## config.mk

```make
export PLATFORM = sky130hd
export DESIGN_NAME = tuner_phy_ctrl_arbiter
export DESIGN_NICKNAME = d
export VERILOG_FILES = /design/src/rtl/tuner_phy_pkg.sv /design/src/rtl/tuner_phy_ctrl_rr_arb.sv /design/src/rtl/tuner_phy_ctrl_arbiter.sv
export SDC_FILE = /design/constraint.sdc
export NUM_CORES = 1
export LEC_CHECK = 0
export ABC_CLOCK_PERIOD_IN_PS = 6000
export BUFFER_PORTS_ARGS = -buffer_cell sky130_fd_sc_hd__buf_4
export CAP_MARGIN = 20
export CORE_ASPECT_RATIO = 2
export CORE_UTILIZATION = 46
export DETAILED_ROUTE_END_ITERATION = 8
export GPL_TIMING_DRIVEN = 0
export PLACE_DENSITY = 0.77
export SETUP_SLACK_MARGIN = 0.05
export SLEW_MARGIN = 0
export SYNTH_ARGS = -nofsm -noshare
export SYNTH_HDL_FRONTEND = slang
export SYNTH_SLANG_ARGS = --single-unit
```

## constraint.sdc

```tcl
create_clock -name clk -period 6 [get_ports clk]
set_input_delay 1.2 -clock clk [delete_from_list [all_inputs] [get_ports clk]]
set_output_delay 1.2 -clock clk [all_outputs]
set_load 0.03 [all_outputs]
```

## src/rtl/tuner_phy_pkg.sv

```systemverilog
// Shared types for the tuner PHY control arbiter: FSM states and channel ids.
package tuner_phy_pkg;

  typedef enum logic [1:0] {
    ARB_CTRL_INIT   = 2'd0,
    ARB_CTRL_TUNE   = 2'd1,
    ARB_CTRL_SYNC   = 2'd2,
    ARB_CTRL_COMMIT = 2'd3
  } tuner_phy_ctrl_arb_state_e;

  typedef enum logic {
    CH_SEARCH = 1'b0,
    CH_LOCK   = 1'b1
  } tuner_ctrl_ch_e;

  localparam int unsigned NUM_CH = 2;

  function automatic tuner_ctrl_ch_e other_ch(input tuner_ctrl_ch_e ch);
    return (ch == CH_SEARCH) ? CH_LOCK : CH_SEARCH;
  endfunction

endpackage

```

## src/rtl/tuner_phy_ctrl_rr_arb.sv

```systemverilog
// Two-way grant: fixed LOCK priority, or round-robin starting from i_ptr.
module tuner_phy_ctrl_rr_arb
  import tuner_phy_pkg::*;
#(
  parameter bit LOCK_PRIO = 1'b1
) (
  input  logic [NUM_CH-1:0] i_req,
  input  tuner_ctrl_ch_e    i_ptr,
  output logic [NUM_CH-1:0] o_gnt,
  output tuner_ctrl_ch_e    o_gnt_ch
);

  always_comb begin
    // NOTE: every output gets a default first so no path through this block infers a latch.
    o_gnt_ch = CH_SEARCH;
    if (LOCK_PRIO) begin
      o_gnt_ch = i_req[CH_LOCK] ? CH_LOCK : CH_SEARCH;
    end else begin
      o_gnt_ch = i_req[i_ptr] ? i_ptr : other_ch(i_ptr);
    end
    o_gnt = (i_req != '0) ? (NUM_CH'(1) << o_gnt_ch) : '0;
  end

endmodule

```

## src/rtl/tuner_phy_ctrl_arbiter.sv

```systemverilog
// Shares one tuner DAC / power-detect port between SEARCH and LOCK channels,
// sequencing INIT -> TUNE -> SYNC -> COMMIT for each granted request.
module tuner_phy_ctrl_arbiter
  import tuner_phy_pkg::*;
#(
  parameter int unsigned CODE_W    = 8,
  parameter int unsigned PWR_W     = 12,
  parameter int unsigned CNT_W     = 16,
  parameter bit          LOCK_PRIO = 1'b1
) (
  input  logic                          clk,
  input  logic                          rst_n,
  input  logic [NUM_CH-1:0]             i_req_valid,
  output logic [NUM_CH-1:0]             o_req_ready,
  input  logic [NUM_CH-1:0][CODE_W-1:0] i_req_code,
  input  logic [CODE_W-1:0]             i_code_max,
  input  logic [CNT_W-1:0]              i_settle_cyc,
  input  logic [CNT_W-1:0]              i_timeout_cyc,
  output logic [CODE_W-1:0]             o_tune_code,
  output logic                          o_tune_valid,
  output logic                          o_pwr_req,
  input  logic                          i_pwr_valid,
  input  logic [PWR_W-1:0]              i_pwr,
  output logic [NUM_CH-1:0]             o_rsp_valid,
  output logic [CODE_W-1:0]             o_rsp_code,
  output logic [PWR_W-1:0]              o_rsp_pwr,
  output logic                          o_rsp_err,
  output logic                          o_err_sticky,
  output logic [1:0]                    o_state,
  output logic                          o_grant_ch
);

  tuner_phy_ctrl_arb_state_e state_q, state_d;
  tuner_ctrl_ch_e            ch_q, ch_d, rr_ptr_q, rr_ptr_d, gnt_ch;
  logic [NUM_CH-1:0]         gnt;
  logic                      clamp_q, clamp_d;
  logic                      armed_q, armed_d;
  logic [CNT_W-1:0]          settle_cnt_q, settle_cnt_d;
  logic [CNT_W-1:0]          wait_cnt_q, wait_cnt_d;
  logic [CNT_W:0]            wait_next;
  logic [CODE_W-1:0]         tune_code_q, tune_code_d;
  logic                      tune_valid_q, tune_valid_d;
  logic                      pwr_req_q, pwr_req_d;
  logic [NUM_CH-1:0]         rsp_valid_q, rsp_valid_d;
  logic [CODE_W-1:0]         rsp_code_q, rsp_code_d;
  logic [PWR_W-1:0]          rsp_pwr_q, rsp_pwr_d;
  logic                      rsp_err_q, rsp_err_d;
  logic                      err_sticky_q, err_sticky_d;
  logic [CODE_W-1:0]         req_code_sel;
  logic                      req_clamp;

  tuner_phy_ctrl_rr_arb #(.LOCK_PRIO(LOCK_PRIO)) u_arb (
    .i_req    (i_req_valid),
    .i_ptr    (rr_ptr_q),
    .o_gnt    (gnt),
    .o_gnt_ch (gnt_ch)
  );

  assign o_req_ready  = (state_q == ARB_CTRL_INIT) ? gnt : '0;
  assign req_code_sel = i_req_code[gnt_ch];
  assign req_clamp    = req_code_sel > i_code_max;
  // One extra bit so the wait counter never wraps before it meets the limit.
  assign wait_next    = {1'b0, wait_cnt_q} + {{CNT_W{1'b0}}, 1'b1};

  always_comb begin
    state_d      = state_q;
    ch_d         = ch_q;
    rr_ptr_d     = rr_ptr_q;
    clamp_d      = clamp_q;
    armed_d      = armed_q;
    settle_cnt_d = settle_cnt_q;
    wait_cnt_d   = wait_cnt_q;
    tune_code_d  = tune_code_q;
    tune_valid_d = 1'b0;
    pwr_req_d    = 1'b0;
    rsp_valid_d  = '0;
    rsp_code_d   = rsp_code_q;
    rsp_pwr_d    = rsp_pwr_q;
    rsp_err_d    = rsp_err_q;
    err_sticky_d = err_sticky_q;

    case (state_q)
      ARB_CTRL_INIT: begin
        if ((i_req_valid & gnt) != '0) begin
          ch_d         = gnt_ch;
          clamp_d      = req_clamp;
          tune_code_d  = req_clamp ? i_code_max : req_code_sel;
          tune_valid_d = 1'b1;
          state_d      = ARB_CTRL_TUNE;
        end
      end
      ARB_CTRL_TUNE: begin
        settle_cnt_d = i_settle_cyc;
        wait_cnt_d   = '0;
        armed_d      = 1'b0;
        pwr_req_d    = (i_settle_cyc == '0);
        state_d      = ARB_CTRL_SYNC;
      end
      ARB_CTRL_SYNC: begin
        if (!armed_q) begin
          if (settle_cnt_q != '0) begin
            settle_cnt_d = settle_cnt_q - {{(CNT_W-1){1'b0}}, 1'b1};
            pwr_req_d    = (settle_cnt_q == {{(CNT_W-1){1'b0}}, 1'b1});
          end
          // Samples only count from the cycle after the request pulse.
          armed_d = pwr_req_q;
        end else if (i_pwr_valid || (wait_next >= {1'b0, i_timeout_cyc})) begin
          rsp_valid_d  = NUM_CH'(1) << ch_q;
          rsp_code_d   = tune_code_q;
          rsp_pwr_d    = i_pwr_valid ? i_pwr : '0;
          rsp_err_d    = clamp_q | ~i_pwr_valid;
          err_sticky_d = err_sticky_q | clamp_q | ~i_pwr_valid;
          armed_d      = 1'b0;
          state_d      = ARB_CTRL_COMMIT;
        end else begin
          wait_cnt_d = wait_next[CNT_W-1:0];
        end
      end
      ARB_CTRL_COMMIT: begin
        rr_ptr_d = other_ch(ch_q);
        state_d  = ARB_CTRL_INIT;
      end
      default: state_d = ARB_CTRL_INIT;
    endcase
  end

  always_ff @(posedge clk or negedge rst_n) begin
    if (!rst_n) begin
      state_q      <= ARB_CTRL_INIT;
      ch_q         <= CH_SEARCH;
      rr_ptr_q     <= CH_SEARCH;
      clamp_q      <= 1'b0;
      armed_q      <= 1'b0;
      settle_cnt_q <= '0;
      wait_cnt_q   <= '0;
      tune_code_q  <= '0;
      tune_valid_q <= 1'b0;
      pwr_req_q    <= 1'b0;
      rsp_valid_q  <= '0;
      rsp_code_q   <= '0;
      rsp_pwr_q    <= '0;
      rsp_err_q    <= 1'b0;
      err_sticky_q <= 1'b0;
    end else begin
      // NOTE: non-blocking assignments so every flop samples the pre-edge value of its peers.
      state_q      <= state_d;
      ch_q         <= ch_d;
      rr_ptr_q     <= rr_ptr_d;
      clamp_q      <= clamp_d;
      armed_q      <= armed_d;
      settle_cnt_q <= settle_cnt_d;
      wait_cnt_q   <= wait_cnt_d;
      tune_code_q  <= tune_code_d;
      tune_valid_q <= tune_valid_d;
      pwr_req_q    <= pwr_req_d;
      rsp_valid_q  <= rsp_valid_d;
      rsp_code_q   <= rsp_code_d;
      rsp_pwr_q    <= rsp_pwr_d;
      rsp_err_q    <= rsp_err_d;
      err_sticky_q <= err_sticky_d;
    end
  end

  assign o_tune_code  = tune_code_q;
  assign o_tune_valid = tune_valid_q;
  assign o_pwr_req    = pwr_req_q;
  assign o_rsp_valid  = rsp_valid_q;
  assign o_rsp_code   = rsp_code_q;
  assign o_rsp_pwr    = rsp_pwr_q;
  assign o_rsp_err    = rsp_err_q;
  assign o_err_sticky = err_sticky_q;
  assign o_state      = state_q;
  assign o_grant_ch   = ch_q;

endmodule

```

==> results of run 1 <==
how the worst max path moves through the flow:
| stage | endpoint | slack [ns] | cells past startpoint |
|---|---|---|---|
| after global routing | o_rsp_code[7] | 1.41 | 13 |
| after floorplan | o_rsp_code[3] | 2.43 | 13 |
| final | o_rsp_code[7] | 1.64 | 13 |
| after global placement | o_rsp_err | 1.78 | 13 |
| after CTS | o_rsp_code[5] | 1.67 | 13 |
| after detailed placement | o_rsp_code[5] | 1.71 | 13 |
cell type report:
type,instances,area [µm²]
clock inverter,5,58.81
inverter,47,176.4
multi-input combinational,386,2654
clock buffer,10,239.0
timing repair buffer,111,833.3
sequential,71,1777
fill,934,3998
tap,135,168.9
buffer,28,115.1
cells in the final DEF, fill, tap and decap left out, types with 10 or more instances in the layout:
| master | instances |
|---|---|
| ha_1 | 30 |
| buf_4 | 111 |
| mux2_2 | 16 |
| inv_1 | 46 |
| clkbuf_1 | 20 |
| a21oi_1 | 18 |
| or3_1 | 10 |
| o22ai_1 | 11 |
| nand2_1 | 64 |
| dfrtp_1 | 71 |
| nor3_1 | 11 |
| nand3_1 | 26 |
| nor2_1 | 29 |
| mux2i_1 | 20 |
| o21ai_0 | 16 |
power groups by stage:
stage | clock network (mW) | logic (mW) | registers, mW
5_1_grt | 0.557 | 1.46 | 0.820
2_1_floorplan | 0 | 0.853 | 0.834
4_1_cts | 0.540 | 1.32 | 0.793
3_5_place_dp | 0 | 1.32 | 0.800
3_3_place_gp | 0 | 1.27 | 0.785
6_report | 0.530 | 1.33 | 0.799
kinds of logic after synthesis:
family,count (synthesis),share of synthesized area
AO/OA/AOI/OAI,106,0.1579
XOR/XNOR,17,0.03153
adder cells (fa/ha/maj),30,0.07949
buffers and inverters,75,0.06174
flip-flops,71,0.3763
multiplexers,36,0.08055
AND/OR/NAND/NOR,197,0.2125
worst max-delay path: cells and delay by family (launching register included):
kind	cells	cell delay, ns
simple gates	4	1.13
compound gates	4	1.10
fa+ha+maj	2	0.62
flops	1	0.47
mux	1	0.38
buf+inv	1	0.34
xor+xnor	1	0.19
sequential cells by signal (all words and copies together), names as in the netlist:
signal	cells
armed_q	1
o_grant_ch	1
o_rsp_valid	2
o_rsp_err	1
clamp_q	1
settle_cnt_q	16
o_tune_valid	1
o_state	2
o_rsp_pwr	12
o_err_sticky	1
o_pwr_req	1
o_tune_code	8
o_rsp_code	8
wait_cnt_q	16
stage by stage:
step | area (µm²) | cells
global placement | 5724 | 778
finish | 6022 | 793
detailed placement | 5724 | 778
CTS | 6022 | 793
global route | 6022 | 793
floorplan | 4722 | 532
layer usage:
layer | wire length (µm) | global-route usage | vias up
li1 | - | - | 2166
met1 | 4484 | 0.2599 | 2207
met2 | 7763 | 0.4972 | 208
met3 | 737 | 0.05139 | 44
met4 | 578 | 0.1462 | 0
met5 | 0 | 0 | -
==> out/results.tsv, run 1 <==
metric	value	unit
Final Hold Fails	0	
Post-Syn Area	4722	µm²
Mapped Cells	532	
max incr delay on CP	0.49	ns
most numerous cell in the Yosys netlist	dfrtp_1	
global route overflow	0	
Synth area leader	dfrtp_1	
Initial Utilization	0.4713	
Total GRT Usage	0.2670	
CTS Hold Buffers Added	0	
CTS tree	yes	
VDD IR-drop max	0.0002247	V
Final nets	757	
critical-path cell list	ha_1 > nand2_1 > nor4_4 > nand3_1 > xnor2_1 > ha_1 > a21o_1 > a211o_1 > a211oi_2 > o211ai_1 > nand3_1 > buf_2 > mux2_2	
sequential power share	0.300	
Hold Crit Endpoint	o_err_sticky	
Worst Clk Skew	0.005109	ns
Crit-path slowest cell	nor4_4	
Die H	145.3	µm
# DRC	0	
number of flops mapped to enable cells by yosys	0	
Port Buffer Count	111	
Area growth syn-to-layout	27.53	%
FP Rows	52	
Die ar.	10700	µm²
Core Region	10020	µm²
launch point of the worst path	wait_cnt_q[0]	
clock slew at reported path FFs	0.06	ns
Worst setup SP type	flip-flop	
Post-DRT Antenna Nets	0	
sequential share of the synthesized area	0.3763	
Die W	73.64	µm
vias after detailed routing	4625	
Slew @ Worst Pin	0.9088	ns
TNS Setup	0	ns
status	finished, final reports clean	
synthesized area per cell	8.876	µm²
MaxCap Viol Count	0	
post-CTS sizing	0	
DP Worst Slack	1.710	ns
CP arrival	4.57	ns
Sw Share	0.4461	
clock group share of total power	0.199	
initial antenna violation count	0	
Hold Crit Start	o_err_sticky	
Slew headroom	0.3942	
drt via density	5.832	
WS Path Type	flip-flop to flip-flop	
layout cell share with drive strength beyond 1	0.2553	
syn nets	635	
DP HPWL	10670	µm
Hold Crit Depth	1	
logic gate share of total power	0.501	
clock sink count	71	
crit path max fanout	10	
RR Endpoint	o_rsp_code[7]	
Reg-to-Reg Start	wait_cnt_q[0]	
n_diodes	0	
clk_lat worst skew	0.34	ns
setup slack, reg-to-reg	1.64	ns
Tmin final	4.356	ns
P_sw	1.188	mW
Leak	3.000	nW
drt pass-1 iters	5	
first-pass GRT wire length	22010	µm
top post-synthesis cells by count	dfrtp_1 (71), nand2_1 (64), inv_1 (46)	
drt first-iter violations	328	
number of buffers created by CTS	9	
YS warnings	0	
ys async rst share	1.000	
cell internal pwr	1.475	mW
Post-CTS Setup Repair Bufs	0	
Yosys reg bits	71	
setup ws final	1.644	ns
I/O pin total	112	
fin crit share	0.7260	
crit end category	flip-flop	
final WL	13560	µm
hold_ws	0.4761	ns
final setup fails	0	
Area contributors post-synth	dfrtp_1 (38%), ha_1 (7.9%), nand2_1 (5.1%), mux2i_1 (4.2%), mux2_2 (3.8%)	
fmax	229.6	MHz
RSZ-0062 raised after global routing	no	
pwr/cell area	442.2	nW/µm²
number of global-route vias before repair	4802	
CTS root buf	clkbuf_16	
Distinct cells, synth	59	
Tot Pwr	2.663	mW
htree depth	3	
drt wl/cell	17.10	µm
Longest Clk Path Bufs	2	
critical path required time	6.22	ns
min-delay worst type	flip-flop to flip-flop	
Placer Congestion	0.9193	
r2r worst-path depth	13	
Post-synth top flop	dfrtp_1	
top cell type's share of synthesized area	0.3763	
Slew Viols, Final	0	
pin count of the biggest net entering global routing	72	
Final Core Density	0.6010	
(Power assumes the default switching activity.)
==> inputs of run 2 (changes only) <==
--- a/config.mk
+++ b/config.mk
@@ -5,7 +5,7 @@
 export SDC_FILE = /design/constraint.sdc
 export NUM_CORES = 1
 export LEC_CHECK = 0
-export ABC_CLOCK_PERIOD_IN_PS = 6000
+export ABC_CLOCK_PERIOD_IN_PS = 4300
 export BUFFER_PORTS_ARGS = -buffer_cell sky130_fd_sc_hd__buf_4
 export CAP_MARGIN = 20
 export CORE_ASPECT_RATIO = 2
==> constraint.sdc (replaced) <==
create_clock -name clk -period 4.3 [get_ports clk]
set_input_delay 0.86 -clock clk [delete_from_list [all_inputs] [get_ports clk]]
set_output_delay 0.86 -clock clk [all_outputs]
set_load 0.03 [all_outputs]
==> run 2 against run 1 <==
Flip-flop and latch count is the same. Sequential share of layout area shrank 0.13 points. Global-route usage is essentially flat. Sequential power grew 40%. Clock power grew 40%.
==> out/results.tsv, run 2 (synthesis gave the netlist of run 1 again) <==
metric	value	unit
status	finished, final reports clean	
final setup fails	0	
Reg-to-Reg Start	wait_cnt_q[8]	
CTS root buf	clkbuf_16	
Slew @ Worst Pin	0.9082	ns
Total GRT Usage	0.2674	
Worst setup SP type	flip-flop	
Die H	145.3	µm
setup ws final	0.2093	ns
# DRC	0	
VDD IR-drop max	0.0003127	V
r2r worst-path depth	13	
drt via density	5.842	
CTS tree	yes	
MaxCap Viol Count	0	
clock slew at reported path FFs	0.05	ns
fmax	244.5	MHz
Initial Utilization	0.4713	
clk_lat worst skew	0.34	ns
layout cell share with drive strength beyond 1	0.2606	
Final Hold Fails	0	
n_diodes	0	
Die ar.	10700	µm²
Final Core Density	0.6036	
final std cells w/o fill	795	
Hold Crit Depth	1	
pwr/cell area	614.5	nW/µm²
min-delay worst type	flip-flop to flip-flop	
initial antenna violation count	0	
Hold Crit Start	o_err_sticky	
Placer Congestion	0.9193	
RR Endpoint	o_rsp_code[7]	
Port Buffer Count	111	
Core Region	10020	µm²
pin count of the biggest net entering global routing	72	
Die W	73.64	µm
Slew headroom	0.3945	
clock sink count	71	
most frequent cells in the layout	buf_4 (115), dfrtp_1 (71), nand2_1 (64), inv_1 (46), ha_1 (30)	
Post-Place Cells	778	
Slew Viols, Final	0	
global route overflow	0	
first-pass GRT wire length	22040	µm
DP Worst Slack	0.01031	ns
Tmin final	4.091	ns
DP HPWL	10670	µm
vias after detailed routing	4644	
crit path max fanout	10	
critical path required time	4.52	ns
WS Path Type	flip-flop to flip-flop	
crit end category	flip-flop	
FP Rows	52	
final WL	13630	µm
number of global-route vias before repair	4795	
Worst Clk Skew	0.004583	ns
Final nets	759	
CP arrival	4.31	ns
Area growth syn-to-layout	28.09	%
htree depth	3	
Hold Crit Endpoint	o_err_sticky	
drt first-iter violations	368	
number of buffers created by CTS	9	
fillcell total	932	
Post-DRT Antenna Nets	0	
Longest Clk Path Bufs	2	
I/O pin total	112	
drt pass-1 iters	7	
setup slack, reg-to-reg	0.21	ns
commonest non-fill, non-tap cell in the layout	buf_4	
Leak	3.018	nW
fin crit share	0.9513	
drt wl/cell	17.15	µm
[run 2: changes by cell type in the layout (fill, tap and decap cells not counted), sizes merged]
cell / before / now
clkbuf: 31 / 30
buf: 118 / 121
[run 2: metrics by stage]
stage                     power, mW  setup TNS (ns)  instance area [µm²]  hold slack, ns
after floorplan               2.353               0                 4722          0.4413
after global placement        2.868               0                 5724          0.4543
after detailed placement      2.953               0                 5724          0.4562
after CTS                     3.704               0                 6025          0.4763
after global routing          3.963        -0.08647                 6048          0.4896
final                         3.717               0                 6048          0.4763
[run 2: final cells by class]
class                           count  area (µm²)  area share
Multi-Input combinational cell    386        2659      0.4396
Sequential cell                    71        1777      0.2938
Timing Repair Buffer              114       855.8      0.1415
Clock buffer                       10       239.0     0.03951
Inverter                           47       176.4     0.02917
Tap cell                          135       168.9     0.02793
Buffer                             27       113.9     0.01882
Clock inverter                      5       58.81    0.009723
[run 2: where the power goes]
group,total (mW),internal (mW),switching [mW]
logic,1.85,0.709,1.14
registers,1.12,0.886,0.238
clock network,0.744,0.461,0.283
total,3.72,2.06,1.66
[run 2: what timing repair did]
| item | 4_1_cts | 5_1_grt |
|---|---|---|
| buffers inserted | 0 | 3 |
| resized for setup | 1 | 1 |
| pin swaps | 0 | 1 |
| hold buffers | 0 | 0 |
| endpoints found under the setup margin | 6 | 21 |
[run 2: how the worst max path moves through the flow]
stage / start / to / slack (ns)
6_report: wait_cnt_q[8] / o_rsp_code[7] / 0.21
3_3_place_gp: wait_cnt_q[0] / o_rsp_err / 0.08
3_5_place_dp: wait_cnt_q[0] / o_rsp_code[5] / 0.01
5_1_grt: wait_cnt_q[8] / o_rsp_code[7] / -0.02
4_1_cts: wait_cnt_q[0] / o_rsp_code[5] / 0.06
2_1_floorplan: wait_cnt_q[0] / o_rsp_code[3] / 0.73
[run 2: layer usage]
metal / track usage / vias to the layer above / routed length, µm
li1: - / 2172 / -
met1: 0.2617 / 2237 / 4539
met2: 0.4995 / 195 / 7871
met3: 0.05069 / 40 / 711
met4: 0.1413 / 0 / 509
met5: 0 / - / 0
[run 2: critical path, cell delays in order (launching register included)]
cell      delay [ns]
dfrtp_1         0.32
clkbuf_1        0.24
nand4_1         0.24
nor4_4          0.47
nand3_1         0.22
xnor2_1         0.19
ha_1            0.34
a21o_1          0.19
a211o_1         0.30
a211oi_2        0.41
o211ai_1        0.26
nand3_2         0.20
buf_4           0.24
mux2_2          0.35
==> inputs of run 3 (changes only) <==
--- a/config.mk
+++ b/config.mk
@@ -9,10 +9,10 @@
 export BUFFER_PORTS_ARGS = -buffer_cell sky130_fd_sc_hd__buf_4
 export CAP_MARGIN = 20
 export CORE_ASPECT_RATIO = 2
-export CORE_UTILIZATION = 46
+export CORE_UTILIZATION = 40
 export DETAILED_ROUTE_END_ITERATION = 8
 export GPL_TIMING_DRIVEN = 0
-export PLACE_DENSITY = 0.77
+export PLACE_DENSITY = 0.69
 export SETUP_SLACK_MARGIN = 0.05
 export SLEW_MARGIN = 0
 export SYNTH_ARGS = -nofsm -noshare
==> run 3 against run 2 <==
Clock power about the same. Worst hold slack worse by 0.0063 ns. Sequential power barely moved. Largest cell class unchanged. Via count down 0.50%. Utilization shrank 7.1 points. Clock skew increased by 0.00069 ns.
==> out/results.tsv, run 3 (synthesis gave the netlist of run 1 again) <==
metric	value	unit
final WL	13700	µm
global route overflow	0	
# DRC	0	
met1 GRT Util	0.2274	
critical-path cell list	clkbuf_1 > nand4_1 > nor4_4 > nand3_1 > xnor2_1 > ha_1 > a21o_1 > a211o_1 > a211oi_4 > o211ai_1 > nand3_1 > clkbuf_4 > mux2_2	
fillcell total	1092	
Die H	155.7	µm
min-delay worst type	flip-flop to flip-flop	
CTS Hold Buffers Added	0	
TNS Setup	0	ns
Final nets	760	
drt wl/cell	17.03	µm
vias after detailed routing	4621	
drt via density	5.748	
initial antenna violation count	0	
Longest Clk Path Bufs	2	
crit end category	flip-flop	
Crit-path slowest cell	nor4_4	
Leak	3.022	nW
n_diodes	0	
most numerous cell on the critical path	nand3_1	
number of global-route vias before repair	4619	
VDD IR-drop max	0.0003799	V
Die ar.	12270	µm²
Hold Crit Endpoint	o_err_sticky	
final setup fails	0	
fin crit share	0.9458	
CTS tree	yes	
clock slew at reported path FFs	0.06	ns
critical path buffer and inverter count	2	
clock sink count	71	
fmax	245.9	MHz
Port Buffer Count	111	
htree depth	3	
GRT Max-Usage Layer	met2	
DP HPWL	10540	µm
drt pass-1 iters	5	
Post-DRT Antenna Nets	0	
Hold Crit Start	o_err_sticky	
setup slack, reg-to-reg	0.23	ns
pwr/cell area	613.7	nW/µm²
crit path max fanout	10	
WS Path Type	flip-flop to flip-flop	
Initial Utilization	0.4134	
max incr delay on CP	0.48	ns
Final Hold Fails	0	
drt first-iter violations	291	
Hold Crit Depth	1	
Slew @ Worst Pin	0.9221	ns
Slew headroom	0.3853	
RSZ-0062 raised after global routing	no	
Core Region	11420	µm²
clk_lat worst skew	0.33	ns
Final Core Density	0.5323	
met3 GRT Util	0.03801	
Area growth syn-to-layout	28.78	%
CTS root buf	clkbuf_16	
FP Rows	55	
Tmin final	4.067	ns
Slew Viols, Final	0	
Placer Congestion	0.8989	
status	finished, final reports clean	
Worst Clk Skew	0.005272	ns
grt met2 use	0.4509	
layout cell share with drive strength beyond 1	0.2598	
first-pass GRT wire length	22080	µm
r2r worst-path depth	13	
Worst setup SP type	flip-flop	
most frequent cells in the layout	buf_4 (115), dfrtp_1 (71), nand2_1 (64), inv_1 (46), ha_1 (30)	
MaxCap Viol Count	0	
critical path's top delay family	simple AND/OR/NAND/NOR gates	
Total GRT Usage	0.2303	
Die W	78.83	µm
commonest non-fill, non-tap cell in the layout	buf_4	
RR Endpoint	o_rsp_code[5]	
number of buffers created by CTS	9	
pin count of the biggest net entering global routing	72	
Reg-to-Reg Start	wait_cnt_q[8]	
I/O pin total	112	
CP arrival	4.28	ns
critical path required time	4.52	ns
## run 3: final cells by class
type | count | area (µm²) | share of cell area
multi-input combinational | 386 | 2674 | 0.4397
sequential | 71 | 1777 | 0.2922
timing repair buffer | 115 | 863.3 | 0.1420
clock buffer | 10 | 229.0 | 0.03765
tap | 142 | 177.7 | 0.02922
inverter | 47 | 176.4 | 0.02901
buffer | 27 | 113.9 | 0.01872
clock inverter | 6 | 70.07 | 0.01152
## run 3: timing repair
item,in CTS,in global routing
endpoints found under the hold margin,0,0
resized for setup,0,3
buffers inserted,0,4
endpoints found under the setup margin,0,18
## run 3: report_power, final
group	total, mW	internal [mW]	switching [mW]
logic	1.87	0.714	1.16
clock network	0.744	0.452	0.292
registers	1.12	0.886	0.233
total	3.73	2.05	1.68
## run 3: routing by layer
| layer | part of all wire | vias to the layer above |
|---|---|---|
| met5 | 0 | - |
| met4 | 0.030 | 0 |
| met3 | 0.048 | 28 |
| met2 | 0.58 | 171 |
| met1 | 0.34 | 2251 |
| li1 | - | 2171 |
## run 3: how the worst max path moves through the flow
stage | cells past startpoint | end | startpoint | slack [ns]
2_1_floorplan | 13 | o_rsp_code[3] | wait_cnt_q[0] | 0.73
3_3_place_gp | 13 | o_rsp_code[6] | wait_cnt_q[0] | 0.10
3_5_place_dp | 13 | o_rsp_code[5] | wait_cnt_q[0] | 0.06
4_1_cts | 13 | o_rsp_code[5] | wait_cnt_q[0] | 0.05
5_1_grt | 13 | o_rsp_code[3] | wait_cnt_q[8] | 0.04
6_report | 13 | o_rsp_code[5] | wait_cnt_q[8] | 0.23
## run 3: stage by stage
stage / hold WS [ns] / instances / cell area, µm² / setup WS, ns / power [mW]
final: 0.4700 / 804 / 6081 / 0.2332 / 3.732
after global routing: 0.4955 / 804 / 6081 / 0.03788 / 3.999
after CTS: 0.4737 / 801 / 6032 / 0.05105 / 3.719
after detailed placement: 0.4596 / 785 / 5733 / 0.05668 / 2.959
after global placement: 0.4552 / 785 / 5733 / 0.1046 / 2.871
after floorplan: 0.4413 / 532 / 4722 / 0.7348 / 2.353
